[config.mk]
export PLATFORM = sky130hd
export DESIGN_NAME = axi_read_slave_fsm
export DESIGN_NICKNAME = d
export VERILOG_FILES = /design/src/rtl/axi_pkg.sv /design/src/rtl/axi_burst_addr_gen.sv /design/src/rtl/axi_read_slave_fsm.sv
export SDC_FILE = /design/constraint.sdc
export NUM_CORES = 1
export LEC_CHECK = 0
export ABC_AREA = 1
export BUFFER_PORTS_ARGS = -buffer_cell sky130_fd_sc_hd__buf_4
export CAP_MARGIN = 20
export CORE_MARGIN = 8
export CORE_UTILIZATION = 45
export CTS_CLUSTER_DIAMETER = 80
export DETAILED_ROUTE_END_ITERATION = 8
export PLACE_DENSITY = 0.74
export REMOVE_ABC_BUFFERS = 1
export SLEW_MARGIN = 5
export SYNTH_ARGS = -nofsm -noshare
export SYNTH_HDL_FRONTEND = slang
export SYNTH_SLANG_ARGS = --single-unit
export TNS_END_PERCENT = 50
[constraint.sdc]
create_clock -name clk -period 3.2 [get_ports clk]
set_input_delay 0.64 -clock clk [delete_from_list [all_inputs] [get_ports clk]]
set_output_delay 0.64 -clock clk [all_outputs]
set_load 0.05 [all_outputs]
[src/rtl/axi_pkg.sv]
// Shared AXI encodings and read-responder state type.
// Used by the read slave and by axi_burst_addr_gen (also shared with the write side).
package axi_pkg;

    localparam logic [1:0] BURST_FIXED = 2'b00;
    localparam logic [1:0] BURST_INCR  = 2'b01;
    localparam logic [1:0] BURST_WRAP  = 2'b10;

    localparam logic [1:0] RESP_OKAY   = 2'b00;
    localparam logic [1:0] RESP_SLVERR = 2'b10;

    typedef enum logic [1:0] {
        ST_IDLE,
        ST_FETCH,
        ST_CAPTURE,
        ST_RESP
    } rd_state_e;

    // Largest legal AxSIZE for a bus of dw bits.
    function automatic int max_size(input int dw);
        return $clog2(dw / 8);
    endfunction

endpackage

[src/rtl/axi_burst_addr_gen.sv]
// Combinational AXI burst next-address calculator plus WRAP legality flag.
// WRAP support is compiled in only when AXI_RD_WRAP_EN is defined.
module axi_burst_addr_gen
    import axi_pkg::*;
#(
    parameter int AW = 32
) (
    input  logic [AW-1:0] addr_i,
    input  logic [7:0]    len_i,
    input  logic [2:0]    size_i,
    input  logic [1:0]    burst_i,
    output logic [AW-1:0] next_addr_o,
    output logic          wrap_ok_o
);

    logic [AW-1:0] step;
    logic [AW-1:0] size_mask;
    logic [AW-1:0] incr_next;

    assign step      = AW'(1) << size_i;
    assign size_mask = step - AW'(1);
    assign incr_next = (addr_i & ~size_mask) + step;

`ifdef AXI_RD_WRAP_EN
    logic [AW-1:0] wrap_bytes;
    logic [AW-1:0] wrap_mask;
    logic [AW-1:0] wrap_next;

    assign wrap_bytes = (AW'(len_i) + AW'(1)) << size_i;
    assign wrap_mask  = wrap_bytes - AW'(1);
    assign wrap_next  = (addr_i & ~wrap_mask) | ((addr_i + step) & wrap_mask);
    assign wrap_ok_o  = (len_i inside {8'd1, 8'd3, 8'd7, 8'd15}) &&
                        ((addr_i & size_mask) == '0);
`else
    logic unused_len;
    assign unused_len = ^len_i;
    assign wrap_ok_o  = 1'b0;
`endif

    always_comb begin
        next_addr_o = addr_i;
        case (burst_i)
            BURST_INCR: next_addr_o = incr_next;
`ifdef AXI_RD_WRAP_EN
            BURST_WRAP: next_addr_o = wrap_next;
`endif
            default:    next_addr_o = addr_i;
        endcase
    end

endmodule

[src/rtl/axi_read_slave_fsm.sv]
// AXI4 read-channel responder: one AR at a time, one memory read per R beat.
// WRAP bursts are honoured only when AXI_RD_WRAP_EN is defined; otherwise they get SLVERR.
module axi_read_slave_fsm
    import axi_pkg::*;
#(
    parameter int IDW = 12,
    parameter int AW  = 32,
    parameter int DW  = 64
) (
    input  logic           clk,
    input  logic           rst,
    input  logic [IDW-1:0] s_axi_arid,
    input  logic [AW-1:0]  s_axi_araddr,
    input  logic [7:0]     s_axi_arlen,
    input  logic [2:0]     s_axi_arsize,
    input  logic [1:0]     s_axi_arburst,
    input  logic           s_axi_arvalid,
    output logic           s_axi_arready,
    output logic [IDW-1:0] s_axi_rid,
    output logic [DW-1:0]  s_axi_rdata,
    output logic [1:0]     s_axi_rresp,
    output logic           s_axi_rlast,
    output logic           s_axi_rvalid,
    input  logic           s_axi_rready,
    output logic           mem_ren,
    output logic [AW-1:0]  mem_raddr,
    input  logic [DW-1:0]  mem_rdata
);

    localparam int            MAXS       = max_size(DW);
    localparam logic [AW-1:0] ALIGN_MASK = {AW{1'b1}} << MAXS;

    rd_state_e      state_q, state_d;
    logic [IDW-1:0] id_q, id_d;
    logic [AW-1:0]  addr_q, addr_d;
    logic [7:0]     len_q, len_d;
    logic [2:0]     size_q, size_d;
    logic [1:0]     burst_q, burst_d;
    logic [7:0]     cnt_q, cnt_d;
    logic           err_q, err_d;
    logic [DW-1:0]  rdata_q, rdata_d;
    logic [1:0]     rresp_q, rresp_d;
    logic           rlast_q, rlast_d;
    logic           rvalid_q, rvalid_d;

    logic           idle;
    logic [AW-1:0]  gen_addr;
    logic [7:0]     gen_len;
    logic [2:0]     gen_size;
    logic [1:0]     gen_burst;
    logic [AW-1:0]  next_addr;
    logic           wrap_ok;
    logic           ar_err;

    assign idle = (state_q == ST_IDLE);

    // One generator: in IDLE it vets the incoming AR, otherwise it steps the latched burst.
    assign gen_addr  = idle ? s_axi_araddr  : addr_q;
    assign gen_len   = idle ? s_axi_arlen   : len_q;
    assign gen_size  = idle ? s_axi_arsize  : size_q;
    assign gen_burst = idle ? s_axi_arburst : burst_q;

    axi_burst_addr_gen #(.AW(AW)) u_addr_gen (
        .addr_i      (gen_addr),
        .len_i       (gen_len),
        .size_i      (gen_size),
        .burst_i     (gen_burst),
        .next_addr_o (next_addr),
        .wrap_ok_o   (wrap_ok)
    );

    assign ar_err = (int'(s_axi_arsize) > MAXS) ||
                    (s_axi_arburst == 2'b11) ||
                    ((s_axi_arburst == BURST_WRAP) && !wrap_ok);

    assign s_axi_arready = idle && !rst;
    assign s_axi_rid     = id_q;
    assign s_axi_rdata   = rdata_q;
    assign s_axi_rresp   = rresp_q;
    assign s_axi_rlast   = rlast_q;
    assign s_axi_rvalid  = rvalid_q;
    assign mem_ren       = (state_q == ST_FETCH);
    assign mem_raddr     = (state_q == ST_FETCH) ? (addr_q & ALIGN_MASK) : '0;

    always_comb begin
        state_d  = state_q;
        id_d     = id_q;
        addr_d   = addr_q;
        len_d    = len_q;
        size_d   = size_q;
        burst_d  = burst_q;
        cnt_d    = cnt_q;
        err_d    = err_q;
        rdata_d  = rdata_q;
        rresp_d  = rresp_q;
        rlast_d  = rlast_q;
        rvalid_d = rvalid_q;

        case (state_q)
            ST_IDLE: begin
                if (s_axi_arvalid) begin
                    id_d    = s_axi_arid;
                    addr_d  = s_axi_araddr;
                    len_d   = s_axi_arlen;
                    size_d  = s_axi_arsize;
                    burst_d = s_axi_arburst;
                    cnt_d   = '0;
                    err_d   = ar_err;
                    if (ar_err) begin
                        rdata_d  = '0;
                        rresp_d  = RESP_SLVERR;
                        rlast_d  = (s_axi_arlen == 8'd0);
                        rvalid_d = 1'b1;
                        state_d  = ST_RESP;
                    end else begin
                        state_d  = ST_FETCH;
                    end
                end
            end
            ST_FETCH: state_d = ST_CAPTURE;
            ST_CAPTURE: begin
                rdata_d  = mem_rdata;
                rresp_d  = RESP_OKAY;
                rlast_d  = (cnt_q == len_q);
                rvalid_d = 1'b1;
                state_d  = ST_RESP;
            end
            ST_RESP: begin
                if (s_axi_rready) begin
                    if (rlast_q) begin
                        rvalid_d = 1'b0;
                        rlast_d  = 1'b0;
                        state_d  = ST_IDLE;
                    end else begin
                        cnt_d  = cnt_q + 8'd1;
                        addr_d = next_addr;
                        if (err_q) begin
                            // Error beats are generated back to back without touching memory.
                            rlast_d = ((cnt_q + 8'd1) == len_q);
                        end else begin
                            rvalid_d = 1'b0;
                            rlast_d  = 1'b0;
                            state_d  = ST_FETCH;
                        end
                    end
                end
            end
            default: state_d = ST_IDLE;
        endcase
    end

    always_ff @(posedge clk) begin
        if (rst) begin
            state_q  <= ST_IDLE;
            id_q     <= '0;
            addr_q   <= '0;
            len_q    <= '0;
            size_q   <= '0;
            burst_q  <= '0;
            cnt_q    <= '0;
            err_q    <= 1'b0;
            rdata_q  <= '0;
            rresp_q  <= RESP_OKAY;
            rlast_q  <= 1'b0;
            rvalid_q <= 1'b0;
        end else begin
            state_q  <= state_d;
            id_q     <= id_d;
            addr_q   <= addr_d;
            len_q    <= len_d;
            size_q   <= size_d;
            burst_q  <= burst_d;
            cnt_q    <= cnt_d;
            err_q    <= err_d;
            rdata_q  <= rdata_d;
            rresp_q  <= rresp_d;
            rlast_q  <= rlast_d;
            rvalid_q <= rvalid_d;
        end
    end

endmodule

* Yosys cells after proc, flatten, opt, wreduce, memory -nomap -nowiden
Index checks and enable logic that the tools add are counted.
Word-level totals: word-level logic and storage cells 84, input bits 125, output and inout bits 114, register bits 136
Operators by class: $add $sub $neg 3, multiplexer cells 37, reduce and logical (&&, ||, !) cells 15, equality and inequality tests 13, shift operators 1, order comparisons 1, bitwise gates (word level) 2
Operators by type and width (count):
- $mux W32 | 6
- $mux W64 | 2
- $pmux W64 S2 | 1
- $pmux W32 S2 | 1
- $add A32 B32 Y32 | 1
- $and A32 B32 Y32 | 1
- $not A32 Y32 | 1
- $shl A1 B3 Y32 const A | 1
- $sub A32 B1 Y32 const B | 1
- $mux W8 | 3
- $eq A8 B8 Y1 | 2
- $mux W2 | 8
- $pmux W8 S2 | 1
- $mux W1 | 10
- $add A8 B1 Y8 const B | 1
- $eq A2 B2 Y1 const B | 4
- $logic_not A8 Y1 | 1
- $pmux W2 S4 | 1
- $reduce_and A4 Y1 | 2
- $ne A2 B2 Y1 const B | 3
- $pmux W1 S3 | 2
- $reduce_and A3 Y1 | 2
- $reduce_and A5 Y1 | 1
- $eq A2 B1 Y1 const B | 2
- 12 further kinds | 14

* Logic depth before layout (Yosys ltp)
depth in word-level cells 11, mapped depth 27, gate-level depth less buffers 26

* Cells and area by module
From an unflattened synthesis, not the netlist that was laid out.
Unflattened totals: cells, all modules 1310, area, all modules 8090.3 um2
Modules (own cells, without submodules):
- axi_read_slave_fsm | times used 1, area each 6377.4 um2, cells an instance 954
- axi_burst_addr_gen | times used 1, area each 1712.9 um2, cells an instance 356

* Worst setup path after synthesis
Ideal clock, no wire load.
path kind reg2reg, start reg state_q[0], end reg addr_q[17], setup slack 0.038 ns, setup time 0.109 ns, data arrival time 3.053 ns, required time 3.091 ns, stages on the path, launching flop included 25, path through dfxtp_1 inv_1 ha_1 inv_2 nand2_1 nand2_4 nand2_1 nor2_1 inv_1 ha_1 inv_1 nor2_1 ha_1 inv_1 or2_2 nor2_1 nand3_1 nand3_1 nand3_1 inv_1 nand3b_1 nand3_1 nand3_1 nand2_1 inv_1
Between the ends: cells in the longest elaborated chain, start to end 11
Ends and longest elaborated chain:
- start, declared | line axi_read_slave_fsm.sv:33 | rd_state_e state_q, state_d;
- start signal, assigned | line axi_read_slave_fsm.sv:167 | state_q <= state_d;
- $logic_not A2 Y1 | line axi_read_slave_fsm.sv:55, axi_read_slave_fsm.sv:99
- $mux W3 | line axi_read_slave_fsm.sv:60 | assign gen_size = idle ? s_axi_arsize : size_q;
- $shl A1 B3 Y32 | line axi_burst_addr_gen.sv:20 | assign step = AW'(1) << size_i;
- $sub A32 B1 Y32 | line axi_burst_addr_gen.sv:21 | assign size_mask = step - AW'(1);
- $not A32 Y32 | line axi_burst_addr_gen.sv:22 | assign incr_next = (addr_i & ~size_mask) + step;
- $and A32 B32 Y32 | line axi_burst_addr_gen.sv:22
- $add A32 B32 Y32 | line axi_burst_addr_gen.sv:22
- $mux W32 | line axi_burst_addr_gen.sv:42 | case (burst_i)
- $mux W32 | line axi_read_slave_fsm.sv:130 | if (rlast_q) begin
- $mux W32 | line axi_read_slave_fsm.sv:129 | if (s_axi_rready) begin
- $pmux W32 S2 | line axi_read_slave_fsm.sv:99 | case (state_q)
- end signal, assigned | line axi_read_slave_fsm.sv:169 | addr_q <= addr_d;
- end, declared | line axi_read_slave_fsm.sv:35 | logic [AW-1:0] addr_q, addr_d;
Parallel ways exist; a longest one is shown, timed or not. The select of a mux whose other input is x is not followed. A chain may end at the register's enable or synchronous reset.

* Final worst setup path
start reg state_q[1], end reg addr_q[21]
Same word-level chain as after synthesis.

==> results.sh <==
export IMPL_first_iter_violations=543
export IMPL_yosys_top_cells_count="nand2_1 (261), nor2_1 (172), dfxtp_1 (135), inv_1 (133), a21oi_1 (123)"
export IMPL_multi_input_area_sq_um=4770
export IMPL_finalCriticalPeriod_ns=3.05
export IMPL_coreArea_sq_um=18000
export IMPL_clock_sinks=135
export IMPL_synth_seq_area_share_pct=32.8
export IMPL_die_w_um=151
export IMPL_status="finished with violations"
export IMPL_final_max_slew_viol_count=0
export IMPL_async_flop_share_pct=0
export IMPL_hold_depth=3
export IMPL_rows=49
export IMPL_placedCellCount=1724
export IMPL_fill_cells=1639
export IMPL_drv_cap=0
export IMPL_antenna_left=0
export IMPL_setup_viol=0
export IMPL_start_kind="register"
export IMPL_die_y_um=151
export IMPL_total_power_w=0.0132
export IMPL_cts_buffers=17
export IMPL_tns_ns=0
export IMPL_dieArea_sq_um=22900
export IMPL_grt_pass1_wl_um=43400
export IMPL_grt_pass1_vias=9102
export IMPL_grt_start_max_net_pins=79
export IMPL_relSlewSlack_pct=52.6
export IMPL_place_congestion=0.929
export IMPL_yosys_warnings=0
export IMPL_syn_area_sq_um=8230
export IMPL_final_core_util_pct=62.7
export IMPL_drc=2
export IMPL_antenna_found_initial=0
export IMPL_overflow=0
export IMPL_hpwlAfterDp_um=19400
export IMPL_htreeDepth=4
export IMPL_top_layer="met4"
export IMPL_first_pass_iters=7
export IMPL_reg2reg_from="state_q[1]$_SDFFE_PP0P_"
export IMPL_crit_fanout=8
export IMPL_synth_top_area_share_pct=32.8
export IMPL_rsz0062_at_grt="true"
export IMPL_grt_usage_pct=23.3
export IMPL_worstPathArrival_ns=3.40
export IMPL_yosys_top_cells_area="dfxtp_1 (33%), nand2_1 (12%), nor2_1 (7.8%)"
export IMPL_fmax_ghz=0.328
export IMPL_register_area_sq_um=2710
export IMPL_p_leak_nw=5.63
export IMPL_worstHoldStart="mem_rdata[23]"
export IMPL_skew_ns=0.0116
export IMPL_crit_path_start="state_q[1]$_SDFFE_PP0P_"
export IMPL_wire_per_inst_um=15.6
export IMPL_clk_latency_ns=0.43
export IMPL_cts_tree="yes"
export IMPL_synth_edf_count=0
export IMPL_cts_reportedPaths_clkPinSlew_ns=0.07
export IMPL_reg2reg_depth=26
export IMPL_pin_count=239
export IMPL_synth_most_common_cell="nand2_1"
export IMPL_areaGrowthSynthToFinish_pct=36.8
export IMPL_holdBufCountCts=0
export IMPL_vias=9231
export IMPL_cts_max_path_buffers=2
export IMPL_hold_slack_ns=0.438
export IMPL_portBuffers=234
export IMPL_yosysTopAreaCell="dfxtp_1"
export IMPL_cp_required_ns=3.55
export IMPL_ys_types=52
export IMPL_p_per_area_nw_per_um2=1170
export IMPL_worstMarginPinSlew_ns=0.711
export IMPL_synthCells=1288
export IMPL_antennaDiodeCount=0
export IMPL_worst_hold_path_type="in2reg"
export IMPL_cts_root_buf="clkbuf_16"
export IMPL_ys_ff_latch=135
export IMPL_start_util_pct=45.8
export IMPL_wl_met3_um=2820
export IMPL_hold_viol=0
export IMPL_stdcell_count=1772
export IMPL_violations="DRC"
export IMPL_peakVddDrop_mv=0.768
export IMPL_postSynthAreaPerCell_sq_um=6.39
export IMPL_fin_crit_sh_pct=95.3
export IMPL_wirelength_um=27600
export IMPL_drive_gt1_share_pct=28.7
export IMPL_wl_met1_um=11000
export IMPL_vias_per_cell=5.21
export IMPL_synthFlopType="dfxtp_1"
export IMPL_dr_wl_met2_um=13000
export IMPL_endpoint_kind="register"
export IMPL_critPathKind="reg2reg"
export IMPL_final_nets=1666
[stage by stage]
step	setup slack (ns)	instance area [sq um]
floorplan	-3.43	7890
global placement	-0.00259	10300
detailed placement	-0.127	10300
CTS	0.00824	10900
global route	-0.0520	11300
finish	0.151	11300
[registers in the layout (all words and copies together), names as in the netlist]
register and cells:
burst_q 2, size_q 3, s_axi_rresp 1, s_axi_rlast 1, err_q 1, addr_q 32, s_axi_rid 12, len_q 8
cnt_q 8, s_axi_rdata 64, s_axi_rvalid 1, state_q 2
[cell families (layout without fill, tap and decap cells)]
family / count (synthesis) / after routing / share of synthesized area (%)
and+or+nand+nor: 596 / 596 / 32.6
AOI/OAI and AO/OA: 296 / 296 / 19.4
buffers and inverters: 229 / 481 / 11.3
DFF: 135 / 135 / 32.8
xor gates and xnor gates: 16 / 16 / 1.70
adders and majority gates: 11 / 11 / 1.67
muxes: 4 / 4 / 0.487
other: 1 / 4 / 0.0456
[layer usage]
| metal | vias to the layer above | GRT usage (%) |
|---|---|---|
| li1 | 4637 | - |
| met1 | 4200 | 26.1 |
| met2 | 344 | 39.4 |
| met3 | 50 | 9.38 |
| met4 | 0 | 8.26 |
| met5 | - | 0 |
[path summary, 6_finish.rpt]
check	to	slack, ns
worst max-delay path	addr_q[21]$_SDFFE_PP0P_	0.15
worst min register to register	burst_q[1]$_SDFFE_PP0P_	0.47
worst max register to register	addr_q[21]$_SDFFE_PP0P_	0.15
worst min-delay path	s_axi_rdata[23]$_SDFFE_PP0P_	0.44
[worst max-delay path, cell delays in order, from the launching register on]
cell and delay, ns:
dfxtp_2 0.34, inv_2 0.05, ha_4 0.22, inv_8 0.11
nand2_4 0.05, nand2_4 0.08, nand2_4 0.07, nor2_4 0.12
inv_2 0.05, ha_4 0.21, inv_2 0.05, nor2_2 0.03
ha_1 0.29, inv_2 0.05, or2_2 0.33, inv_1 0.08
a21oi_2 0.06, buf_4 0.14, nor2_1 0.08, nand2_1 0.07
nand2_1 0.07, nand2_1 0.05, nand2_1 0.06, nand2_1 0.05
nand3_1 0.09, nand2_1 0.06, a21oi_1 0.11
[layout by cell type (no fill, tap or decap), types with 11 or more instances in the layout]
master     netlist  layout
buf_4            5     288
nand2_1        261     255
nor2_1         172     164
dfxtp_1        135     133
inv_1          133     125
a21oi_1        123     123
o21ai_0        122     119
nand3_1         70      68
inv_2           16      23
nand4_1         20      20
nand2_2         19      19
o21ai_1         17      19
clkbuf_16        0      19
nand2_4          8      14
xor2_1          13      13
nor2_2           9      11
[cell type report]
cell class	count	share of cell area, %
clock buffers	17	3.78
clock inverters	15	1.33
inverters	152	5.16
multi-input cells	927	42.3
flip-flops and latches	135	24.0
well taps	229	2.54
repair buffers	297	20.8
[power breakdown]
part / switching (W) / internal [W]
Combinational: 0.00572 / 0.00279
Sequential: 0.000389 / 0.00233
Clock: 0.000906 / 0.00104
[what timing repair did]
| item | in CTS | in global routing |
|---|---|---|
| resized for setup | 6 | 55 |
| setup buffers | 0 | 14 |
| setup endpoints to repair | 18 | 25 |
| pin swaps | 0 | 17 |
| cloned | 0 | 2 |
Power figures use the tool's default switching activity.
